## src/rtl/imem_loader_if.sv

```systemverilog
// imem_loader_if
// Groups the byte-stream handshake and the IMEM write port of the loader.
//   in_data   [7:0]  stream byte from the byte source
//   in_valid         in_data valid
//   in_ready         loader can take the byte this cycle
//   mem_addr  [15:0] IMEM write address
//   mem_wdata [15:0] IMEM write data
//   mem_wr           one-cycle IMEM write strobe
// Modport master is the loader side (it sinks the stream and masters the
// memory write port); modport slave is the surrounding system.
interface imem_loader_if;
    logic [7:0]  in_data;
    logic        in_valid;
    logic        in_ready;
    logic [15:0] mem_addr;
    logic [15:0] mem_wdata;
    logic        mem_wr;

    modport master (
        input  in_data,
        input  in_valid,
        output in_ready,
        output mem_addr,
        output mem_wdata,
        output mem_wr
    );

    modport slave (
        output in_data,
        output in_valid,
        input  in_ready,
        input  mem_addr,
        input  mem_wdata,
        input  mem_wr
    );
endinterface

```

## src/rtl/imem_loader.sv

```systemverilog
// imem_loader
// Boot-time instruction-memory writer. Parses a framed byte stream
//   0xA5, CNT_LO, CNT_HI, 2N data bytes (low byte first), CHK (XOR of data)
// and writes each assembled 16-bit word to IMEM. The core is held in reset
// until a frame finishes with a matching checksum.
// Ports:
//   clk        clock
//   rst        synchronous active-high reset (priority over restart)
//   restart    one-cycle pulse: abandon current state, start a new load
//   bus        imem_loader_if.master: stream in + IMEM write port out
//   core_rst_n active-low reset to the core, 1 only after a good load
//   done       load completed with good checksum (sticky)
//   err_code   00 none, 01 count overflow, 10 checksum mismatch (sticky)
module imem_loader #(
    parameter int          mem_size  = 64,
    parameter logic [15:0] base_addr = 16'h0000
) (
    input  logic           clk,
    input  logic           rst,
    input  logic           restart,
    imem_loader_if.master  bus,
    output logic           core_rst_n,
    output logic           done,
    output logic [1:0]     err_code
);

    localparam logic [15:0] MEM_WORDS = 16'(mem_size);
    localparam logic [7:0]  SYNC_BYTE = 8'hA5;

    typedef enum logic [2:0] {
        S_IDLE,
        S_CNT_LO,
        S_CNT_HI,
        S_DAT_LO,
        S_DAT_HI,
        S_CHK,
        S_DONE,
        S_ERR
    } state_t;

    state_t      state_reg, state_next;
    logic [15:0] cnt_reg, cnt_next;
    logic [15:0] idx_reg, idx_next;
    logic [7:0]  acc_reg, acc_next;
    logic [7:0]  lo_reg, lo_next;
    logic [15:0] mem_addr_reg, mem_addr_next;
    logic [15:0] mem_wdata_reg, mem_wdata_next;
    logic        mem_wr_reg, mem_wr_next;
    logic        done_reg, done_next;
    logic        core_rst_n_reg, core_rst_n_next;
    logic [1:0]  err_reg, err_next;

    logic        in_ready;
    logic        accept;
    logic [15:0] frame_cnt;

    // Ready is a pure state decode, masked while rst or restart is high so
    // that no byte is consumed in a cycle that is about to be discarded.
    assign in_ready = !rst && !restart &&
                      (state_reg != S_DONE) && (state_reg != S_ERR);
    assign accept    = in_ready && bus.in_valid;
    assign frame_cnt = {bus.in_data, cnt_reg[7:0]};

    always_ff @(posedge clk) begin
        if (rst) begin
            state_reg      <= S_IDLE;
            cnt_reg        <= '0;
            idx_reg        <= '0;
            acc_reg        <= '0;
            lo_reg         <= '0;
            mem_addr_reg   <= '0;
            mem_wdata_reg  <= '0;
            mem_wr_reg     <= 1'b0;
            done_reg       <= 1'b0;
            core_rst_n_reg <= 1'b0;
            err_reg        <= 2'b00;
        end else begin
            state_reg      <= state_next;
            cnt_reg        <= cnt_next;
            idx_reg        <= idx_next;
            acc_reg        <= acc_next;
            lo_reg         <= lo_next;
            mem_addr_reg   <= mem_addr_next;
            mem_wdata_reg  <= mem_wdata_next;
            mem_wr_reg     <= mem_wr_next;
            done_reg       <= done_next;
            core_rst_n_reg <= core_rst_n_next;
            err_reg        <= err_next;
        end
    end

    always_comb begin
        state_next      = state_reg;
        cnt_next        = cnt_reg;
        idx_next        = idx_reg;
        acc_next        = acc_reg;
        lo_next         = lo_reg;
        mem_addr_next   = mem_addr_reg;
        mem_wdata_next  = mem_wdata_reg;
        mem_wr_next     = 1'b0;
        done_next       = done_reg;
        core_rst_n_next = core_rst_n_reg;
        err_next        = err_reg;

        if (restart) begin
            state_next      = S_IDLE;
            done_next       = 1'b0;
            core_rst_n_next = 1'b0;
            err_next        = 2'b00;
        end else if (accept) begin
            case (state_reg)
                S_IDLE: begin
                    // Anything other than the sync byte is silently dropped.
                    if (bus.in_data == SYNC_BYTE) begin
                        state_next = S_CNT_LO;
                    end
                end
                S_CNT_LO: begin
                    cnt_next   = {8'h00, bus.in_data};
                    state_next = S_CNT_HI;
                end
                S_CNT_HI: begin
                    cnt_next = frame_cnt;
                    idx_next = '0;
                    acc_next = '0;
                    if (frame_cnt > MEM_WORDS) begin
                        state_next = S_ERR;
                        err_next   = 2'b01;
                    end else if (frame_cnt == 16'h0000) begin
                        state_next = S_CHK;
                    end else begin
                        state_next = S_DAT_LO;
                    end
                end
                S_DAT_LO: begin
                    lo_next    = bus.in_data;
                    acc_next   = acc_reg ^ bus.in_data;
                    state_next = S_DAT_HI;
                end
                S_DAT_HI: begin
                    acc_next       = acc_reg ^ bus.in_data;
                    mem_wr_next    = 1'b1;
                    mem_addr_next  = base_addr + idx_reg;
                    mem_wdata_next = {bus.in_data, lo_reg};
                    idx_next       = idx_reg + 16'd1;
                    // idx_reg < N-1, written without the N-1 underflow case.
                    if ((idx_reg + 16'd1) < cnt_reg) begin
                        state_next = S_DAT_LO;
                    end else begin
                        state_next = S_CHK;
                    end
                end
                S_CHK: begin
                    if (bus.in_data == acc_reg) begin
                        state_next      = S_DONE;
                        done_next       = 1'b1;
                        core_rst_n_next = 1'b1;
                    end else begin
                        state_next = S_ERR;
                        err_next   = 2'b10;
                    end
                end
                default: begin
                    state_next = state_reg;
                end
            endcase
        end
    end

    assign bus.in_ready  = in_ready;
    assign bus.mem_addr  = mem_addr_reg;
    assign bus.mem_wdata = mem_wdata_reg;
    assign bus.mem_wr    = mem_wr_reg;
    assign core_rst_n    = core_rst_n_reg;
    assign done          = done_reg;
    assign err_code      = err_reg;

endmodule
```

## src/flat_wrapper.sv

```systemverilog
// flat-port wrapper written by rule: the top's interface ports become plain ports
module imem_loader_flat 
#(
    parameter int          mem_size  = 64,
    parameter logic [15:0] base_addr = 16'h0000
)
  (clk, rst, restart, core_rst_n, done, err_code, bus_in_data, bus_in_valid, bus_in_ready, bus_mem_addr, bus_mem_wdata, bus_mem_wr);
  imem_loader_if bus_i ();
  input  logic clk;
  input  logic rst;
  input  logic restart;
  output logic core_rst_n;
  output logic done;
  output logic [1:0] err_code;
  input wire logic [$bits(bus_i.in_data)-1:0] bus_in_data;
  input wire logic [$bits(bus_i.in_valid)-1:0] bus_in_valid;
  output wire logic [$bits(bus_i.in_ready)-1:0] bus_in_ready;
  output wire logic [$bits(bus_i.mem_addr)-1:0] bus_mem_addr;
  output wire logic [$bits(bus_i.mem_wdata)-1:0] bus_mem_wdata;
  output wire logic [$bits(bus_i.mem_wr)-1:0] bus_mem_wr;
  assign bus_i.in_data = bus_in_data;
  assign bus_i.in_valid = bus_in_valid;
  assign bus_in_ready = bus_i.in_ready;
  assign bus_mem_addr = bus_i.mem_addr;
  assign bus_mem_wdata = bus_i.mem_wdata;
  assign bus_mem_wr = bus_i.mem_wr;
  imem_loader #(.mem_size(mem_size), .base_addr(base_addr)) u_core (.clk(clk), .rst(rst), .restart(restart), .bus(bus_i), .core_rst_n(core_rst_n), .done(done), .err_code(err_code));
endmodule
```

## config.mk

```make
export PLATFORM = sky130hd
export DESIGN_NAME = imem_loader_flat
export DESIGN_NICKNAME = d
export VERILOG_FILES = /design/src/rtl/imem_loader_if.sv /design/src/rtl/imem_loader.sv /design/src/flat_wrapper.sv
export SDC_FILE = /design/constraint.sdc
export NUM_CORES = 1
export LEC_CHECK = 0
export BUFFER_PORTS_ARGS = -buffer_cell sky130_fd_sc_hd__buf_2
export CORE_MARGIN = 2
export CORE_UTILIZATION = 51
export CTS_CLUSTER_DIAMETER = 30
export CTS_CLUSTER_SIZE = 12
export DETAILED_ROUTE_END_ITERATION = 10
export GPL_TIMING_DRIVEN = 0
export PLACE_DENSITY = 0.74
export SLEW_MARGIN = 20
export SYNTH_ARGS = -nofsm -noshare
export SYNTH_HDL_FRONTEND = slang
export SYNTH_SLANG_ARGS = --single-unit
```

## constraint.sdc

```tcl
create_clock -name clk -period 2.51 [get_ports clk]
set_input_delay 0.1255 -clock clk [delete_from_list [all_inputs] [get_ports clk]]
set_output_delay 0.1255 -clock clk [all_outputs]
set_load 0.02 [all_outputs]
```

Word-level counts from Yosys, hierarchy flattened
Index checks and enable logic that the tools add are counted.
- bits in registers: 87
- logic and storage cells: 68
- output and inout port bits: 38
- bitwise gates (word level): 4
- reductions and logical operators: 25
- magnitude comparators: 2
- add/subtract/negate cells: 1
- multiplexer cells: 13
- equal/unequal tests: 12
- operator list (operator ; count):
    16-bit one-hot mux with 2 select lines ; 2
    3-bit AND reduction ; 7
    3-bit one-hot mux with 6 select lines ; 1
    16-bit by 1-bit adder with 16-bit output, second input constant ; 1
    16-bit by 7-bit > comparator with 1-bit output, second input constant ; 1
    16-bit zero test ; 1
    16-bit < comparator ; 1
    8-bit one-hot mux with 2 select lines ; 1
    3-bit two-way mux ; 4
    8-bit equality test ; 1
    8-bit equality test, second input constant ; 1
    4-bit AND reduction ; 2
    2-bit nonzero test ; 4
    8-bit XOR ; 1
    3-bit by 2-bit equality test with 1-bit output, second input constant ; 2
    3-bit equality test, second input constant ; 2
    3-bit != test, second input constant ; 2
    6-bit nonzero test ; 1
    1-bit logical AND ; 4
    2-bit two-way mux ; 2
    2-bit by 1-bit != test with 1-bit output, second input constant ; 2
    2-bit one-hot mux with 2 select lines ; 1
    2-bit OR reduction ; 2
    3-bit by 1-bit equality test with 1-bit output, second input constant ; 1
    other kinds (6) ; 10

Depth between registers and ports, before layout
- word-level depth: 7
- depth in mapped cells: 11
- mapped depth without buffers: 11

Least setup slack after synthesis
Ideal clock, no wire load.
- path kind: reg-to-reg
- from: register u_core.idx_reg[0]
- to: register u_core.state_reg[1]
- setup slack: 107 ps
- cell stages (with the launch flop): 12
- arrival: 2276 ps
- setup time: 127 ps
- data required time: 2383 ps
- clock period less this slack: 2403 ps
- cell sequence: dfxtp_1 -> ha_1 -> and2_1 -> nand3_1 -> nor3_1 -> xor2_1 -> ha_1 -> nand4_1 -> nor4_1 -> o21ai_0 -> a31oi_1 -> o21ai_0
- longest elaborated chain between the ends: 4
- RTL lines (what ; RTL line ; source):
    start: declaration ; imem_loader.sv:43 ; logic [15:0] idx_reg, idx_next;
    start signal: assignment ; imem_loader.sv:80 ; idx_reg <= idx_next;
    16-bit by 1-bit adder with 16-bit output ; imem_loader.sv:147 ; if ((idx_reg + 16'd1) < cnt_reg) begin
    16-bit < comparator ; imem_loader.sv:147 ;
    3-bit two-way mux ; imem_loader.sv:147 ;
    3-bit one-hot mux with 6 select lines ; imem_loader.sv:111 ; case (state_reg)
    end signal: assignment ; imem_loader.sv:78 ; state_reg <= state_next;
    end: declaration ; imem_loader.sv:41 ; state_t state_reg, state_next;
No other way between the ends.
A chain may end at the register's enable or synchronous reset.

Worst setup path after layout
- from: register u_core.idx_reg[2]
- to: register u_core.state_reg[2]
The elaborated chain is that of the path after synthesis.

==> impl_metrics.py <==
metrics = {
    "yosys": {
        "synth_top_area_share_pct": 39.9,
        "yosysMostFrequentCell": "nand2_1",
        "synth_cell_types": 61,
        "synth_fp_nets": 566,
        "synth_seq_cells": 87,
        "seq_area_frac_synth_pct": 39.9,
        "yosysTopAreaCell": "dfxtp_1",
        "synth-edff-count": 0,
        "synth-async-reset-ratio_pct": 0,
        "syn_inst": 537,
        "ys.flop_type": "dfxtp_1",
        "synthTopCellsByCount": "nand2_1 (95), dfxtp_1 (87), a21oi_1 (76)",
        "syn_area_um2": 4360,
        "ys_warn_count": 0,
        "synth_area_leaders": "dfxtp_1 (40%), a21oi_1 (8.7%), nand2_1 (8.2%), ha_1 (4.9%), nor2_1 (3.1%)",
        "syn_area_per_cell_um2": 8.12,
    },
    "flow_run": {
        "drv_cap": 0,
    },
    "critical_path": {
        "path_cells": "buf_6, and3_4, nand4_4, nor3_2, xor2_1, ha_1, a21oi_1, o21a_1, a2bb2oi_2, nand3b_1, a31o_2",
        "startpoint_type": "flip-flop",
        "crit_path_end_kind": "flip-flop",
        "required_ps": 2780,
        "cp_slowest_cell": "dfxtp_2",
        "crit_buf_inv": 1,
        "crit_path_max_fanout": 5,
        "critPathKind": "flip-flop to flip-flop",
        "critical-path-max-stage-delay_ps": 330,
        "arrival_ps": 2840,
        "cp_top_family": "simple AND/OR/NAND/NOR gates",
    },
    "global_routing": {
        "grtUsageTotal_pct": 24.8,
        "grt_pass1_vias": 3629,
        "antenna_found_initial": 0,
        "grt_max_degree": 19,
        "grt_pass1_wl_um": 17700,
        "grt.overflow.total": 0,
    },
    "power": {
        "finalPower_mw": 2.45,
        "vdd_ir_drop_max_mv": 0.339,
        "powerDensity_nw_per_um2": 480,
        "p_leak_nw": 1.96,
    },
    "floorplanning": {
        "num_rows": 33,
        "core_um2": 8260,
        "die_w_um": 96.5,
        "ioPinCount": 50,
        "dieArea_um2": 9310,
        "floorplan.initialDensity_pct": 52.8,
        "die_y_um": 96.5,
    },
    "final_layout": {
        "fillers": 724,
        "layout.cells.non_filler": 711,
        "layout-drive-gt1-share_pct": 21.9,
        "antenna_cells": 0,
        "final_net_count": 630,
        "syn_to_final_growth_pct": 16.7,
    },
    "run_status": {
        "violations": "negative setup slack",
        "status": "complete, but fails checks",
    },
    "sta": {
        "slew_headroom_pct": 53.4,
        "drv_slew": 0,
        "fmaxAchievable_ghz": 0.389,
        "timing.final.crit_share_pct": 102,
        "finalSetupViolCount": 1,
        "worst_clock_skew_ps": 11.3,
        "fin_crit_ps": 2570,
        "hold_viol_final": 0,
        "worst_slack_ps": -58.9,
        "tightest_slew_ps": 699,
        "rsz0062_at_grt": "yes",
    },
    "drt": {
        "via_per_inst": 5.68,
        "post-route-drc-count": 0,
        "wl_per_cell_um": 15.7,
        "vias": 4038,
        "drt-total-wl_um": 11200,
        "detail_route.iter0.violations": 252,
        "drtPass1Iterations": 5,
        "ant_nets": 0,
    },
    "cts": {
        "cts_tree": "built",
        "cts_buffers": 9,
        "cts_sinks": 87,
        "clock-root-buffer": "clkbuf_8",
        "clkLatencyLatePin_ps": 380,
        "htree_num_levels": 3,
        "clockBufferDepth": 2,
        "clkTransAtPathRegs_ps": 100,
    },
    "min_path": {
        "hold_path_class": "input port to flip-flop",
    },
    "placement": {
        "gp_congestion": 0.854,
        "post-dp-hpwl_um": 7850,
        "port_buffers": 40,
        "dpl.cell_count": 682,
    },
}
[area by class of cell]
cell class	count	area (um^2)	area share, %
clock buffers	9	124	2.43
repair buffers	54	305	6.00
multi-input cells	395	2450	48.1
well taps	105	131	2.58
clock inverters	7	76.3	1.50
plain buffers	35	179	3.51
flip-flops and latches	87	1750	34.4
inverters	19	72.6	1.43
[cells by family after synthesis]
logic type | share of synthesized area (%)
xor gates and xnor gates | 4.62
adders and majority gates | 4.88
and+or+nand+nor | 25.7
muxes | 2.07
AOI/OAI and AO/OA | 17.1
buffers and inverters | 5.71
DFF | 39.9
[metal layers]
| metal | track usage [%] | vias to the layer above | share of wire (%) |
|---|---|---|---|
| li1 | - | 1986 | - |
| met1 | 32.1 | 1923 | 44 |
| met2 | 41.7 | 117 | 50 |
| met3 | 5.28 | 12 | 5.1 |
| met4 | 7.16 | 0 | 0.95 |
| met5 | 0 | - | 0 |
[cell usage in the layout, fill, tap and decap left out, types with 3 or more instances in the layout]
| cell type | Yosys | layout |
|---|---|---|
| nand2_1 | 95 | 95 |
| dfxtp_1 | 87 | 81 |
| a21oi_1 | 76 | 76 |
| buf_2 | 17 | 57 |
| nor2_1 | 36 | 35 |
| nand3_1 | 21 | 19 |
| buf_4 | 5 | 19 |
| inv_1 | 18 | 18 |
| o21ai_0 | 18 | 16 |
| ha_1 | 17 | 16 |
| xnor2_1 | 14 | 14 |
| clkbuf_1 | 13 | 12 |
| nand3b_1 | 10 | 10 |
| xor2_1 | 9 | 9 |
| o21ai_1 | 7 | 9 |
| mux2i_1 | 9 | 9 |
| clkbuf_8 | 0 | 9 |
| nand4_1 | 7 | 7 |
| dfxtp_2 | 0 | 5 |
| a22o_1 | 4 | 4 |
| nor3_2 | 0 | 3 |
| and2_1 | 5 | 3 |
| nor3b_1 | 3 | 3 |
| and3_1 | 4 | 3 |
| nand2b_1 | 3 | 3 |
| nor4_2 | 2 | 3 |
| nor3_1 | 7 | 3 |
| clkinv_4 | 0 | 3 |
| inv_8 | 0 | 3 |
[report_power, final]
part	internal [mW]	total [mW]	switching (mW)
clock network	0.394	0.982	0.589
logic	0.0207	0.0850	0.0643
registers	1.38	1.38	0.00000920
[path summary, 6_finish.rpt]
path	from	endpoint	slack, ps	cells after the start
setup / recovery	u_core.idx_reg[2]	u_core.state_reg[2]	-60	11
hold / removal	bus_in_data[1]	u_core.bus.mem_wdata[9]	90	3
setup reg to reg	u_core.idx_reg[2]	u_core.state_reg[2]	-60	11
hold reg to reg	u_core.bus.mem_addr[10]	u_core.bus.mem_addr[10]	460	2
[tightest hold or removal path: cells and delay by family]
family          cells  cell delay (ps)
buf+inv             1              170
compound gates      1               60
simple gates        1               80
[stage by stage]
stage / setup WS (ps) / utilization (%) / cell area [um^2] / hold slack, ps / TNS (ps)
2_1_floorplan: 107 / - / 4360 / 336 / 0
3_3_place_gp: -365 / 56.8 / 4690 / 441 / -639
3_5_place_dp: -441 / 56.8 / 4690 / 444 / -812
4_1_cts: 1.50 / 60.8 / 5020 / 80.5 / 0
5_1_grt: -141 / 61.7 / 5090 / 86.5 / -244
6_report: -58.9 / 61.7 / 5090 / 93.5 / -58.9
[repair_timing]
item,4_1_cts,5_1_grt
setup endpoints to repair,2,2
cloned,0,0
setup buffers,6,8
pin swaps,9,9
gates resized for setup,19,9
hold buffers,0,0
endpoints found under the hold margin,0,0
(Power assumes the default switching activity.)
